`src/rtl/ffn_class_collector.sv`:
```
// ffn_class_collector: gathers one frame of serial FFN class scores into a
// packed vector, tracks the running argmax, and publishes both behind a
// valid/ack handshake. Published outputs hold until the next frame completes.
module ffn_class_collector #(
  parameter int unsigned OUT_WIDTH   = 16,
  parameter int unsigned NUM_CLASSES = 10,
  parameter int unsigned CLASS_BITS  = 4
) (
  input  logic                             clock,
  input  logic                             reset,
  input  logic                             in_valid,
  input  logic [OUT_WIDTH-1:0]             in_data,
  input  logic                             in_last,
  output logic                             in_ready,
  output logic [OUT_WIDTH*NUM_CLASSES-1:0] out_data,
  output logic [CLASS_BITS-1:0]            out_class,
  output logic                             out_valid,
  input  logic                             out_ack,
  output logic                             frame_err
);

  localparam int unsigned VEC_W = OUT_WIDTH * NUM_CLASSES;
  localparam logic [CLASS_BITS-1:0] LAST_LANE = CLASS_BITS'(NUM_CLASSES - 1);

  typedef enum logic {
    COLLECT = 1'b0,
    HOLD    = 1'b1
  } state_t;

  state_t                r_state;
  logic [CLASS_BITS-1:0] r_idx;
  logic [VEC_W-1:0]      r_shadow;
  logic [OUT_WIDTH-1:0]  r_max_val;
  logic [CLASS_BITS-1:0] r_max_idx;
  logic [VEC_W-1:0]      r_out_data;
  logic [CLASS_BITS-1:0] r_out_class;
  logic                  r_out_valid;
  logic                  r_in_ready;
  logic                  r_frame_err;

  logic                  w_accept;
  logic                  w_last_lane;
  logic                  w_complete;
  logic                  w_frame_bad;
  logic                  w_take_max;
  logic [OUT_WIDTH-1:0]  w_max_val_nxt;
  logic [CLASS_BITS-1:0] w_max_idx_nxt;
  logic [VEC_W-1:0]      w_merged;

  // Beat acceptance, framing checks, running argmax and lane merge for this beat.
  always_comb begin
    w_accept      = in_valid && (r_state == COLLECT);
    w_last_lane   = (r_idx == LAST_LANE);
    w_complete    = w_accept && (w_last_lane || in_last);
    // Short frame (last before final lane) or missing last (final lane without last).
    w_frame_bad   = w_accept && (w_last_lane != in_last);
    w_take_max    = (r_idx == '0) || (in_data > r_max_val);
    w_max_val_nxt = w_take_max ? in_data : r_max_val;
    w_max_idx_nxt = w_take_max ? r_idx : r_max_idx;
    w_merged      = r_shadow;
    for (int i = 0; i < int'(NUM_CLASSES); i++) begin
      if (r_idx == CLASS_BITS'(i)) begin
        w_merged[i*OUT_WIDTH +: OUT_WIDTH] = in_data;
      end
    end
  end

  // COLLECT/HOLD state machine with all handshake and published outputs registered.
  always_ff @(posedge clock or negedge reset) begin
    if (!reset) begin
      r_state     <= COLLECT;
      r_idx       <= '0;
      r_shadow    <= '0;
      r_max_val   <= '0;
      r_max_idx   <= '0;
      r_out_data  <= '0;
      r_out_class <= '0;
      r_out_valid <= 1'b0;
      r_in_ready  <= 1'b1;
      r_frame_err <= 1'b0;
    end else begin
      if (w_frame_bad) begin
        r_frame_err <= 1'b1;
      end
      case (r_state)
        COLLECT: begin
          if (w_accept) begin
            if (w_complete) begin
              r_out_data  <= w_merged;
              r_out_class <= w_max_idx_nxt;
              r_state     <= HOLD;
              r_in_ready  <= 1'b0;
              r_out_valid <= 1'b1;
              r_idx       <= '0;
              r_shadow    <= '0;
              r_max_val   <= '0;
              r_max_idx   <= '0;
            end else begin
              r_shadow    <= w_merged;
              r_max_val   <= w_max_val_nxt;
              r_max_idx   <= w_max_idx_nxt;
              r_idx       <= r_idx + CLASS_BITS'(1);
            end
          end
        end
        HOLD: begin
          if (out_ack) begin
            r_state     <= COLLECT;
            r_in_ready  <= 1'b1;
            r_out_valid <= 1'b0;
          end
        end
        default: begin
          r_state <= COLLECT;
        end
      endcase
    end
  end

  assign in_ready  = r_in_ready;
  assign out_data  = r_out_data;
  assign out_class = r_out_class;
  assign out_valid = r_out_valid;
  assign frame_err = r_frame_err;

endmodule

```
`config.mk`:
```
export PLATFORM = sky130hd
export DESIGN_NAME = ffn_class_collector
export DESIGN_NICKNAME = d
export VERILOG_FILES = /design/src/rtl/ffn_class_collector.sv
export SDC_FILE = /design/constraint.sdc
export NUM_CORES = 1
export LEC_CHECK = 0
export BUFFER_PORTS_ARGS = -buffer_cell sky130_fd_sc_hd__buf_2
export CORE_ASPECT_RATIO = 0.5
export CORE_MARGIN = 8
export CORE_UTILIZATION = 55
export DETAILED_ROUTE_END_ITERATION = 8
export GPL_ROUTABILITY_DRIVEN = 0
export PLACE_DENSITY_LB_ADDON = 0.1
export SYNTH_ARGS = -nofsm -noshare
export SYNTH_HDL_FRONTEND = slang
export SYNTH_SLANG_ARGS = --single-unit
```
`constraint.sdc`:
```
create_clock -name clock -period 4.3 [get_ports clock]
set_input_delay 0.43 -clock clock [delete_from_list [all_inputs] [get_ports clock]]
set_output_delay 0.43 -clock clock [all_outputs]
set_load 0.01 [all_outputs]
```
**Word-level counts from Yosys, hierarchy flattened**

Index checks and enable logic that the tools add are counted.

- Bits in registers: 352
- Latch bits: 0
- Bits in writable memories: 0
- Bits in read-only memories: 0
- Bits of input ports: 21
- Output and inout bits: 167
- Memories kept: 0

- $add $sub $neg: 1
- Multiply operators: 0
- Divide/modulo/power cells: 0
- Order comparisons: 1
- Equal/unequal tests: 13
- Shifts and indexed selects: 0
- Multiplexer cells: 28
- Bitwise logic cells: 1
- Reductions and logical operators: 11

Operators with widths:

| kind | count |
|---|---|
| 2-to-1 mux 16 bit | 12 |
| 2-to-1 mux 160 bit | 1 |
| == test 4 x 3 -> 1 bit, second input constant | 4 |
| > comparator 16 bit | 1 |
| 2-to-1 mux 4 bit | 3 |
| 2-to-1 mux 1 bit | 9 |
| AND reduction 3 bit | 3 |
| == test 4 x 2 -> 1 bit, second input constant | 2 |
| == test 4 bit, second input constant | 2 |
| inequality test 2 bit, second input constant | 3 |
| case mux 1 bit (2 select lines) | 3 |
| adder 4 x 1 -> 4 bit, second input constant | 1 |
| == test 4 x 1 -> 1 bit, second input constant | 1 |
| zero test 4 bit | 1 |
| logical AND 1 bit | 3 |
| logical OR 1 bit | 2 |
| AND reduction 2 bit | 1 |
| nonzero test 2 bit | 1 |
| inequality test 1 bit | 1 |
| NOT 1 bit | 1 |

**Logic depth before layout (Yosys ltp)**

Gate-level depths: netlist of run 1.

- Word-level depth: 6
- Mapped depth: 13
- Depth with buffers taken out: 8

**Worst setup path after synthesis of run 1**

No wires, ideal clock.

- Path type: register to register
- Start: reg r_idx[1]
- End: reg r_state
- Setup time: 0.143 ns
- Arrival time: 2.839 ns
- Data required time: 4.157 ns
- Slack: 1.318 ns
- Stages on the path, launching flop included: 13
- Path buffers: 5
- Cell sequence: dfrtp_1 inv_1 ha_1 clkbuf_1 nand2_1 buf_1 ha_1 clkinv_1 nand2_1 clkbuf_1 clkbuf_1 buf_1 o21ai_0

- Longest elaborated chain between the ends: 6

RTL lines:

| what | RTL line | source |
|---|---|---|
| from (decl) | 31 | `logic [CLASS_BITS-1:0] r_idx;` |
| from (signal assigned) | 102 | `r_idx <= r_idx + CLASS_BITS'(1);` |
| == test 4 bit | 53 | `w_last_lane = (r_idx == LAST_LANE);` |
| logical OR 1 bit | 54 | `w_complete = w_accept && (w_last_lane \|\| in_last);` |
| logical AND 1 bit | 54 |  |
| 2-to-1 mux 1 bit | 88 | `if (w_complete) begin` |
| 2-to-1 mux 1 bit | 87 | `if (w_accept) begin` |
| case mux 1 bit (2 select lines) | 85 | `case (r_state)` |
| to (signal assigned) | 71 | `r_state <= COLLECT;` |
| to (signal assigned) | 91 | `r_state <= HOLD;` |
| to (signal assigned) | 108 | `r_state <= COLLECT;` |
| to (decl) | 30 | `state_t r_state;` |

Every way passes these cells.
A chain may end at the register's enable or synchronous reset.

**Worst setup path after layout of run 1**

- Start: reg r_idx[2]
- End: reg r_shadow[78]

- Longest elaborated chain between the ends: 4

RTL lines:

| what | RTL line | source |
|---|---|---|
| == test 4 bit | 53 |  |
| logical OR 1 bit | 54 |  |
| logical AND 1 bit | 54 |  |
| 2-to-1 mux 160 bit * | 88 |  |
| to (signal assigned) | 99 | `r_shadow <= w_merged;` |
| to (decl) | 32 | `logic [VEC_W-1:0] r_shadow;` |

Every way passes the cells marked *; elsewhere a longest branch is shown, timed or not.

==> results by group, run 1 <==
Run status
  – Status: completed

Die
  – Die ar.: 0.0346 mm2
  – FP Rows: between 40 and 50
  – Chip height: about 140 um
  – Initial Util: 56.4%
  – Die width: 255 um
  – Total core area: 0.0279 mm2
  – # IOs: ~190

Placed design
  – DP Worst Slack: 0.995 ns
  – Final HPWL DP: roughly 31,000 um
  – Port buffer count: 187

Final layout
  – Layout fillers: about 2,300
  – Nets@finish: 1,828
  – Final Core Density: 64.6%
  – Post-synthesis to final-layout area growth: 14.5%
  – Layout cell share with drive strength beyond 1: 16.8%

Yosys
  – Yosys reg bits: 352
  – Synth Flop Type: dfrtp_1
  – Post-synthesis cell type count: 48
  – Syn Area/Cell: about 9.5 um2
  – Post-Synth XOR/XNOR Area: 0%
  – Cells after Synth: between 1,500 and 2,000
  – Synthesized netlist net count: 1,706
  – Synth Area in Compound Gates: 19.0%
  – Async SR Flop Fraction: 100%
  – Simple-gate share of the synthesized area: 14.8%
  – Warnings from Yosys: 0
  – Post-Syn Area: 0.0157 mm2
  – Adder-Cell Fraction of Synth Area: 1.67%
  – EDFF count, synth: 0
  – Post-synthesis mux area share: 4.84%
  – Largest family of logic cells by synthesized area: compound AO/OA/AOI/OAI gates
  – Post-synthesis sequential area ratio: 56.0%

Setup path
  – WP data arrival: 3.56 ns
  – Worst path slowest cell: nor2_1
  – Worst path required time: about 4.8 ns
  – Critical Setup Path Class: flip-flop to flip-flop
  – CP peak stage delay: 1.00 ns
  – CP Max Fanout: 17
  – Crit path cell chain: nor2b_1, nand2_1, nor2_1, a21boi_0, o21ai_0
  – Worst setup EP type: flip-flop
  – CP Launch Type: flip-flop

Worst hold path
  – Hold WC Path Type: input pin to flip-flop

Routing
  – Detail-routed via count per cell: 5.95
  – Final wirelength: around 47,000 um
  – Via count: 13,049
  – DR pass1 iterations: 7
  – Antenna-violating nets left: 0
  – DRT iter0 DRCs: between 1,000 and 1,500
  – Drt drc: 0
  – WL/cell: 21.5 um

Global routing
  – First-pass GRT wire length: 73,800 um
  – All-Layer GR Usage: between 20% and 30%
  – Largest net degree at the start of global routing: 115
  – Number of global-route vias before repair: 12,892
  – Number of antenna violations at the first check in global routing: 1
  – Total grt overflow: 0

Clock tree
  – Clock Tree Root: clkbuf_16
  – CTS tree: done
  – # Post-CTS Setup Buffers: 0
  – Hold buffer count at CTS: 1
  – Num Clock Sinks: 352
  – Post-CTS sizing: 0
  – Clock Tree Buf Depth: 3
  – CTS buffer count: 31
  – Clock Pin Slew Worst Setup and Hold Paths: about 0.070 ns
  – Worst-Skew Late Latency: 0.58 ns
  – # H-tree levels: 1

Pwr
  – Pwr Density: ~650 mW/mm2
  – Overall power: ~12 mW
  – Leakage: ~8.7 nW
  – Peak supply drop: 348 uV

Timing
  – Worst-Margin Slew: 1.10 ns
  – Final Max Tran Viols: 0
  – Final Hold Viols: 0
  – Fin crit period: 3.07 ns
  – Part of the cycle the worst path needs: 71.5%
  – Achievable frequency: approximately 330 MHz
  – Setup_tns: 0 ns
  – Setup violators final: 0
  – Rel. slew slack: 26.3%
  – Final setup margin: around 1.2 ns
  – Clock Skew: 0.0159 ns
  – RSZ-0062 raised after global routing: false

Run
  – Max_cap viols: 0
## layout by cell type, fill, tap and decap left out, types with 4 or more instances in the layout
cell       synthesis  routed
a21oi_1           10      10
o21ai_0          245     245
clkbuf_8           0       8
nand3_1           20      20
nand2_1          450     448
o2bb2ai_1          7       7
ha_1              21      21
a21o_1             4       4
clkinv_2           0       9
mux2i_1           75      75
and2_1             6       6
buf_4              0      24
nor2_1            97      96
a31oi_1           81      81
nor2b_1            4       4
buf_12             0       6
clkbuf_16          0      31
inv_1             21      21
o31ai_2           10      10
clkbuf_1         109       5
a21boi_0          80      80
dfrtp_1          351     351
nor3_1             8       8
buf_2              7     186
a2bb2oi_2         10      10
## stage by stage
| step | instance area [um2] | hold WS, ns | cells |
|---|---|---|---|
| 6_report | 18000 | 0.0436 | 2194 |
| 4_1_cts | 18000 | 0.0342 | 2193 |
| 3_5_place_dp | 17000 | 0.451 | 2134 |
| 5_1_grt | 18000 | 0.0371 | 2193 |
| 3_3_place_gp | 17000 | 0.443 | 2134 |
| 2_1_floorplan | 15700 | 0.134 | 1664 |
## power by group
| group | switching, mW | total (mW) | internal [mW] |
|---|---|---|---|
| registers | 0.682 | 5.04 | 4.36 |
| logic | 2.43 | 3.90 | 1.48 |
| clock network | 1.27 | 2.86 | 1.59 |
| total | 4.38 | 11.8 | 7.42 |
## sequential cells by signal, indices dropped and copies added (netlist names)
signal	cells
frame_err	1
out_class	4
in_ready	1
r_max_val	16
r_max_idx	4
out_valid	1
r_shadow	160
r_state	1
out_data	160
r_idx	4
## cell families (layout without fill, tap and decap cells)
kind of cell | after synthesis | after routing
AOI/OAI and AO/OA | 470 | 470
muxes | 76 | 76
and+or+nand+nor | 594 | 594
other | 0 | 1
DFF | 352 | 352
adders and majority gates | 21 | 21
buffers and inverters | 151 | 298
## cell usage after synthesis (all sizes together) (11+ instances only)
cell type,n,area (um2)
clkbuf,109,409
a31oi,82,528
inv,21,78.8
nor2,98,370
dfrtp,351,8780
nand2,450,1690
o21ai,246,1230
a21boi,80,601
a2bb2oi,11,159
nand3,20,100
o31ai,12,140
buf,20,98.8
ha,21,263
mux2i,75,751
## final timing paths
check,from,endpoint,slack [ns],depth (start not counted)
setup / recovery,r_idx[2],r_shadow[78],1.23,5
hold / removal,out_ack,r_state,0.04,2
setup reg to reg,r_idx[2],r_shadow[78],1.23,5
hold reg to reg,in_ready,in_ready,0.46,2
max in group asynchronous,reset,r_shadow[97],2.78,3
min in group asynchronous,reset,out_data[25],0.53,2
## worst max-delay path, delay by kind of cell, from the launching register on
kind	cells	cell delay, ns
simple gates	3	2.07
flops	1	0.48
compound gates	2	0.42
## cell type report
| class | instances | area (um2) | area share [%] |
|---|---|---|---|
| tap | 382 | 478 | 2.65 |
| clock inverter | 14 | 131 | 0.729 |
| clock buffer | 44 | 905 | 5.02 |
| inverter | 22 | 82.6 | 0.458 |
| multi-input combinational | 1161 | 6360 | 35.3 |
| antenna | 1 | 2.50 | 0.0139 |
| timing repair buffer | 218 | 1260 | 6.97 |
| sequential | 352 | 8810 | 48.9 |
## per-layer routing
layer | up-vias | track usage, % | routed length [um]
li1 | 5942 | - | -
met1 | 6484 | 37.0 | 20000
met2 | 503 | 42.2 | 21500
met3 | 118 | 6.59 | 3930
met4 | 2 | 10.3 | 1860
met5 | - | 0 | 17
No activity file was read; power rests on OpenSTA's default activity.
==> inputs of run 2 (changes only) <==
- clock period: 4.3 -> 3.15 ns (I/O delays scaled with it)
==> results by group, run 2 (synthesis gave the netlist of run 1 again) <==
Run status
  – Status: completed

Routing
  – DR pass1 iterations: 6 (-1)
  – Final wirelength: 47,200 um (about the same)
  – WL/cell: 21.3 um (-1.0%)
  – DRT iter0 DRCs: 1,298 (+8.4%)
  – Via count: 13,060 (+0.084%)
  – Detail-routed via count per cell: 5.89 (-0.91%)
  – Antenna-violating nets left: 0 (unchanged)
  – Drt drc: 0 (unchanged)

Clock tree
  – Hold buffer count at CTS: 2 (+1)
  – Num Clock Sinks: 352 (unchanged)
  – CTS buffer count: 31 (unchanged)
  – # Post-CTS Setup Buffers: 0 (unchanged)
  – Clock Pin Slew Worst Setup and Hold Paths: 0.07 ns (about the same)
  – Clock Tree Root: clkbuf_16
  – CTS tree: done
  – # H-tree levels: 1 (unchanged)
  – Clock Tree Buf Depth: 3 (unchanged)
  – Worst-Skew Late Latency: 0.58 ns (about the same)
  – Post-CTS sizing: 0 (unchanged)

Timing
  – Rel. slew slack: 49.7% (+23 points)
  – Final setup margin: 0.382 ns (-0.844 ns)
  – Achievable frequency: 361 MHz (+11%)
  – Final Hold Viols: 0 (unchanged)
  – Clock Skew: 0.0246 ns (+0.00864 ns)
  – Final hold slack: 0.163 ns (+0.120 ns)
  – Worst-Margin Slew: 0.753 ns (-0.349 ns)
  – Setup_tns: 0 ns (unchanged)
  – Part of the cycle the worst path needs: 87.9% (+16 points)
  – Final Max Tran Viols: 0 (unchanged)
  – Setup violators final: 0 (unchanged)
  – RSZ-0062 raised after global routing: false
  – Fin crit period: 2.77 ns (-0.306 ns)

Pwr
  – Pwr Density: 895 mW/mm2 (+37%)
  – Overall power: 16.3 mW (+39%)
  – Peak supply drop: 520 uV (+49%)
  – Leakage: 8.84 nW (+1.4%)

Global routing
  – Total grt overflow: 0 (unchanged)
  – All-Layer GR Usage: 27.2% (about the same)
  – First-pass GRT wire length: 74,100 um (+0.43%)
  – Number of antenna violations at the first check in global routing: 2 (+1)
  – Largest net degree at the start of global routing: 162 (+41%)
  – Number of global-route vias before repair: 12,792 (-0.78%)

Die
  – # IOs: 188 (unchanged)
  – Total core area: 0.0279 mm2 (unchanged)
  – Chip height: 136 um (unchanged)
  – Die width: 255 um (unchanged)
  – Die ar.: 0.0346 mm2 (unchanged)
  – Initial Util: 56.4% (unchanged)
  – FP Rows: 43 (unchanged)

Placed design
  – Port buffer count: 187 (unchanged)
  – Final HPWL DP: 30,900 um (+1.2%)
  – DP Worst Slack: 0.332 ns (-0.663 ns)

Final layout
  – Diode count: 0 (-1)
  – Final Core Density: 65.4% (+0.82 points)
  – Nets@finish: 1,851 (+1.3%)
  – Commonest non-fill, non-tap cells in the layout: 448 x nand2_1, 351 x dfrtp_1, 245 x o21ai_0
  – Commonest non-fill, non-tap cell in the layout: nand2_1
  – Layout cell share with drive strength beyond 1: 17.7% (+0.82 points)
  – Post-synthesis to final-layout area growth: 16.0%

Run
  – Max_cap viols: 0 (unchanged)

Setup path
  – R2r endpoint: out_class[3]
  – Critical Path Source: r_max_val[15]
  – Worst setup EP type: flip-flop
  – Reg-to-Reg Start: r_max_val[15]
  – CP Max Fanout: 10 (-7)
  – CP Launch Type: flip-flop
  – WP data arrival: 3.24 ns (-0.32 ns)
  – Flop2flop setup slack: 0.38 ns (-0.84 ns)
  – Critical Setup Path Class: flip-flop to flip-flop
  – R2R cell count: 9 (+4)
  – Worst path required time: 3.62 ns (-1.17 ns)
  – Crit path capture: out_class[3]

Worst hold path
  – Hold WC Path Type: input pin to flip-flop
==> run 2: through the flow <==
step	area, um2	instances
finish	18300	2216
floorplan	15700	1664
detailed placement	17100	2156
CTS	18300	2216
global route	18300	2216
global placement	17100	2156
==> run 2: layout make-up <==
| cell class | instances | area (um2) |
|---|---|---|
| Multi-Input combinational cell | 1161 | 6360 |
| Clock inverter | 13 | 205 |
| Clock buffer | 45 | 888 |
| Timing Repair Buffer | 241 | 1430 |
| Fill cell | 2252 | 9660 |
| Tap cell | 382 | 478 |
| Inverter | 22 | 82.6 |
| Sequential cell | 352 | 8810 |
==> run 2: critical path: stages, from the launching register on <==
cell and delay, ns:
dfrtp_1 0.36, inv_1 0.05, ha_1 0.35, nand4_2 0.18, nor4_2 0.37, a21bo_2 0.29, a31oi_4 0.39, buf_4 0.28
nor2_1 0.09, a221o_1 0.30
==> run 2: worst min path at each step <==
stage                     startpoint      endpoint  slack (ns)  depth (start not counted)
after global routing         in_last     frame_err        0.18                          4
after floorplan                reset     frame_err        0.02                          0
after global placement         reset  out_data[25]        0.27                          1
final                        in_last     frame_err        0.16                          4
after CTS                    in_last     frame_err        0.15                          4
after detailed placement       reset  out_data[25]        0.27                          1
==> run 2: power by group <==
part | total (mW) | switching, mW | internal (mW)
Sequential | 6.85 | 0.898 | 5.95
Clock | 4.10 | 1.73 | 2.37
Combinational | 5.40 | 3.33 | 2.07
==> run 2: per-layer routing <==
| layer | wire [um] | global-route usage (%) | up-vias |
|---|---|---|---|
| met1 | 20500 | 39.3 | 6448 |
| met3 | 3740 | 3.83 | 93 |
| li1 | - | - | 5967 |
| met5 | 0 | 0 | - |
| met2 | 21700 | 43.0 | 552 |
| met4 | 1310 | 7.49 | 0 |
==> inputs of run 3 (changes only) <==
- BUFFER_PORTS_ARGS: -buffer_cell sky130_fd_sc_hd__buf_2 -> not set
- DONT_BUFFER_PORTS: not set -> 1
- clock period: 3.15 -> 2.2 ns (I/O delays scaled with it)
==> results by group, run 3 (synthesis gave the netlist of run 1 again) <==
Run status
  – Status: finished, violations left
  – Failing checks: negative hold slack, negative setup slack

Global routing
  – All-Layer GR Usage: 27.6% (+0.34 points)
  – Total grt overflow: 0 (unchanged)
  – First-pass GRT wire length: 73,200 um (-1.3%)
  – Largest net degree at the start of global routing: 353 (+120%)
  – Number of antenna violations at the first check in global routing: 1 (-1)
  – Number of global-route vias before repair: 11,891 (-7.0%)

Setup path
  – Critical Setup Path Class: flip-flop to flip-flop
  – WP data arrival: 2.78 ns (-0.46 ns)
  – CP Launch Type: flip-flop
  – Worst path required time: 2.60 ns (-1.02 ns)
  – Crit path cell chain: inv_2, ha_4, nand4_4, nor4_4, a21bo_2, a31oi_4, buf_6, a2bb2oi_2, o31ai_4
  – CP Max Fanout: 9 (-1)
  – Worst setup EP type: flip-flop
  – Worst path slowest cell: dfrtp_1
  – CP peak stage delay: 0.37 ns (-0.02 ns)

Die
  – Initial Util: 56.4% (unchanged)
  – # IOs: 188 (unchanged)
  – Die width: 255 um (unchanged)
  – Chip height: 136 um (unchanged)
  – Total core area: 0.0279 mm2 (unchanged)
  – FP Rows: 43 (unchanged)
  – Die ar.: 0.0346 mm2 (unchanged)

Timing
  – Worst-Margin Slew: 1.25 ns (+0.498 ns)
  – Achievable frequency: 420 MHz (+16%)
  – Rel. slew slack: 16.3% (-33 points)
  – RSZ-0062 raised after global routing: true
  – Final Max Tran Viols: 0 (unchanged)
  – Final hold slack: -0.607 ns (-0.770 ns)
  – Final setup margin: -0.178 ns (-0.560 ns)
  – Setup violators final: 22 (+22)
  – Fin crit period: 2.38 ns (-0.390 ns)
  – Part of the cycle the worst path needs: 108% (+20 points)
  – Clock Skew: 0.0115 ns (-0.0131 ns)
  – Final Hold Viols: 352 (+352)

Final layout
  – Nets@finish: 1,714 (-7.4%)
  – Commonest non-fill, non-tap cells in the layout: 437 x nand2_1, 351 x dfrtp_1, 245 x o21ai_0
  – Final instance area: 0.0182 mm2 (-0.47%)
  – Commonest non-fill, non-tap cell in the layout: nand2_1
  – Layout cell share with drive strength beyond 1: 12.4% (-5.2 points)
  – Post-synthesis to final-layout area growth: 15.5%
  – Non-Filler Instances: 2,079 (-6.2%)

Placed design
  – Port buffer count: 0 (-100%)
  – Placed Instances: 1,991 (-7.7%)
  – Dpl cell area: 0.0165 mm2 (-3.9%)
  – Final HPWL DP: 28,400 um (-8.2%)

Pwr
  – Pwr Density: 1300 mW/mm2 (+45%)
  – Peak supply drop: 588 uV (+13%)
  – Leakage: 8.34 nW (-5.6%)
  – Overall power: 23.6 mW (+44%)

Routing
  – Detail-routed via count per cell: 6.06 (+2.8%)
  – Final wirelength: 49,000 um (+3.7%)
  – Drt drc: 0 (unchanged)
  – DRT iter0 DRCs: 1,232 (-5.1%)
  – DR pass1 iterations: 6 (unchanged)
  – Antenna-violating nets left: 0 (unchanged)
  – Via count: 12,592 (-3.6%)
  – WL/cell: 23.6 um (+11%)

Run
  – Max_cap viols: 0 (unchanged)

Clock tree
  – Num Clock Sinks: 352 (unchanged)
  – Clock Pin Slew Worst Setup and Hold Paths: 0.06 ns (about the same)
  – # H-tree levels: 2 (+1)
  – Clock Tree Root: clkbuf_16
  – CTS tree: done
  – Worst-Skew Late Latency: 0.53 ns (-0.05 ns)
  – Clock Tree Buf Depth: 3 (unchanged)
  – CTS buffer count: 34 (+9.7%)

Worst hold path
  – Hold WC Path Type: input pin to asynchronous set/reset pin
[run 3: cell types whose count changed in the layout (fill, tap and decap cells not counted), sizes merged]
cell,before,now
buf,239,85
dlygate4sd3,2,15
clkbuf,45,48
clkinv,4,5
clkinvlp,3,2
diode,0,1
[run 3: worst paths after layout]
path                               startpoint             to  slack [ns]  cells after the start
worst max-delay path            r_max_val[15]   r_max_val[6]       -0.18                      9
worst min-delay path                    reset   out_data[23]       -0.61                      0
worst max register to register  r_max_val[15]   r_max_val[6]       -0.18                      9
worst min register to register   r_shadow[90]   r_shadow[90]        0.48                      2
max in group asynchronous               reset  r_max_val[12]        2.21                      0
min in group clock                in_data[10]   out_data[10]        0.02                      3
[run 3: metrics by stage]
step	util (%)	setup slack (ns)	setup TNS [ns]
6_report	65.1	-0.178	-3.12
5_1_grt	65.1	-0.248	-4.77
4_1_cts	64.6	-0.113	-1.96
3_5_place_dp	59.0	-0.257	-3.52
3_3_place_gp	59.0	-0.142	-1.75
2_1_floorplan	-	-0.00450	-0.0357
[run 3: per-layer routing]
metal  track usage [%]  wire [um]  vias up
li1                  -          -     5697
met1              38.0      20800     6357
met2              43.9      22600      445
met3              6.84       4410       93
met4              6.23       1180        0
met5                 0          0        -
[run 3: cell type report]
type	instances	area (um2)
Antenna cell	1	2.50
Clock buffer	47	983
Clock inverter	13	203
Fill cell	2206	9750
Inverter	22	85.1
Multi-Input combinational cell	1161	6600
Sequential cell	352	8810
Tap cell	382	478
Timing Repair Buffer	101	1010
[run 3: worst max-delay path: cells and delay by family (launching register included)]
family | cells | cell delay, ns
adder cells (fa/ha/maj) | 1 | 0.27
buffers and inverters | 2 | 0.28
flip-flops | 1 | 0.37
AO/OA/AOI/OAI | 4 | 0.87
AND/OR/NAND/NOR | 2 | 0.46
[run 3: where the power goes]
group / total (mW) / internal, mW / leakage (nW) / switching (mW)
logic: 6.63 / 2.79 / 3.24 / 3.84
clock network: 6.33 / 3.74 / 0.575 / 2.60
registers: 10.6 / 8.52 / 4.53 / 2.09
[run 3: timing repair]
| action | in CTS | in global routing |
|---|---|---|
| gates resized for setup | 23 | 23 |
| setup endpoints to repair | 23 | 173 |
| setup buffers | 6 | 4 |
| hold buffers | 17 | 2 |
| hold endpoints to repair | 595 | 354 |
| cloned | 0 | 1 |
| pin swaps | 9 | 12 |
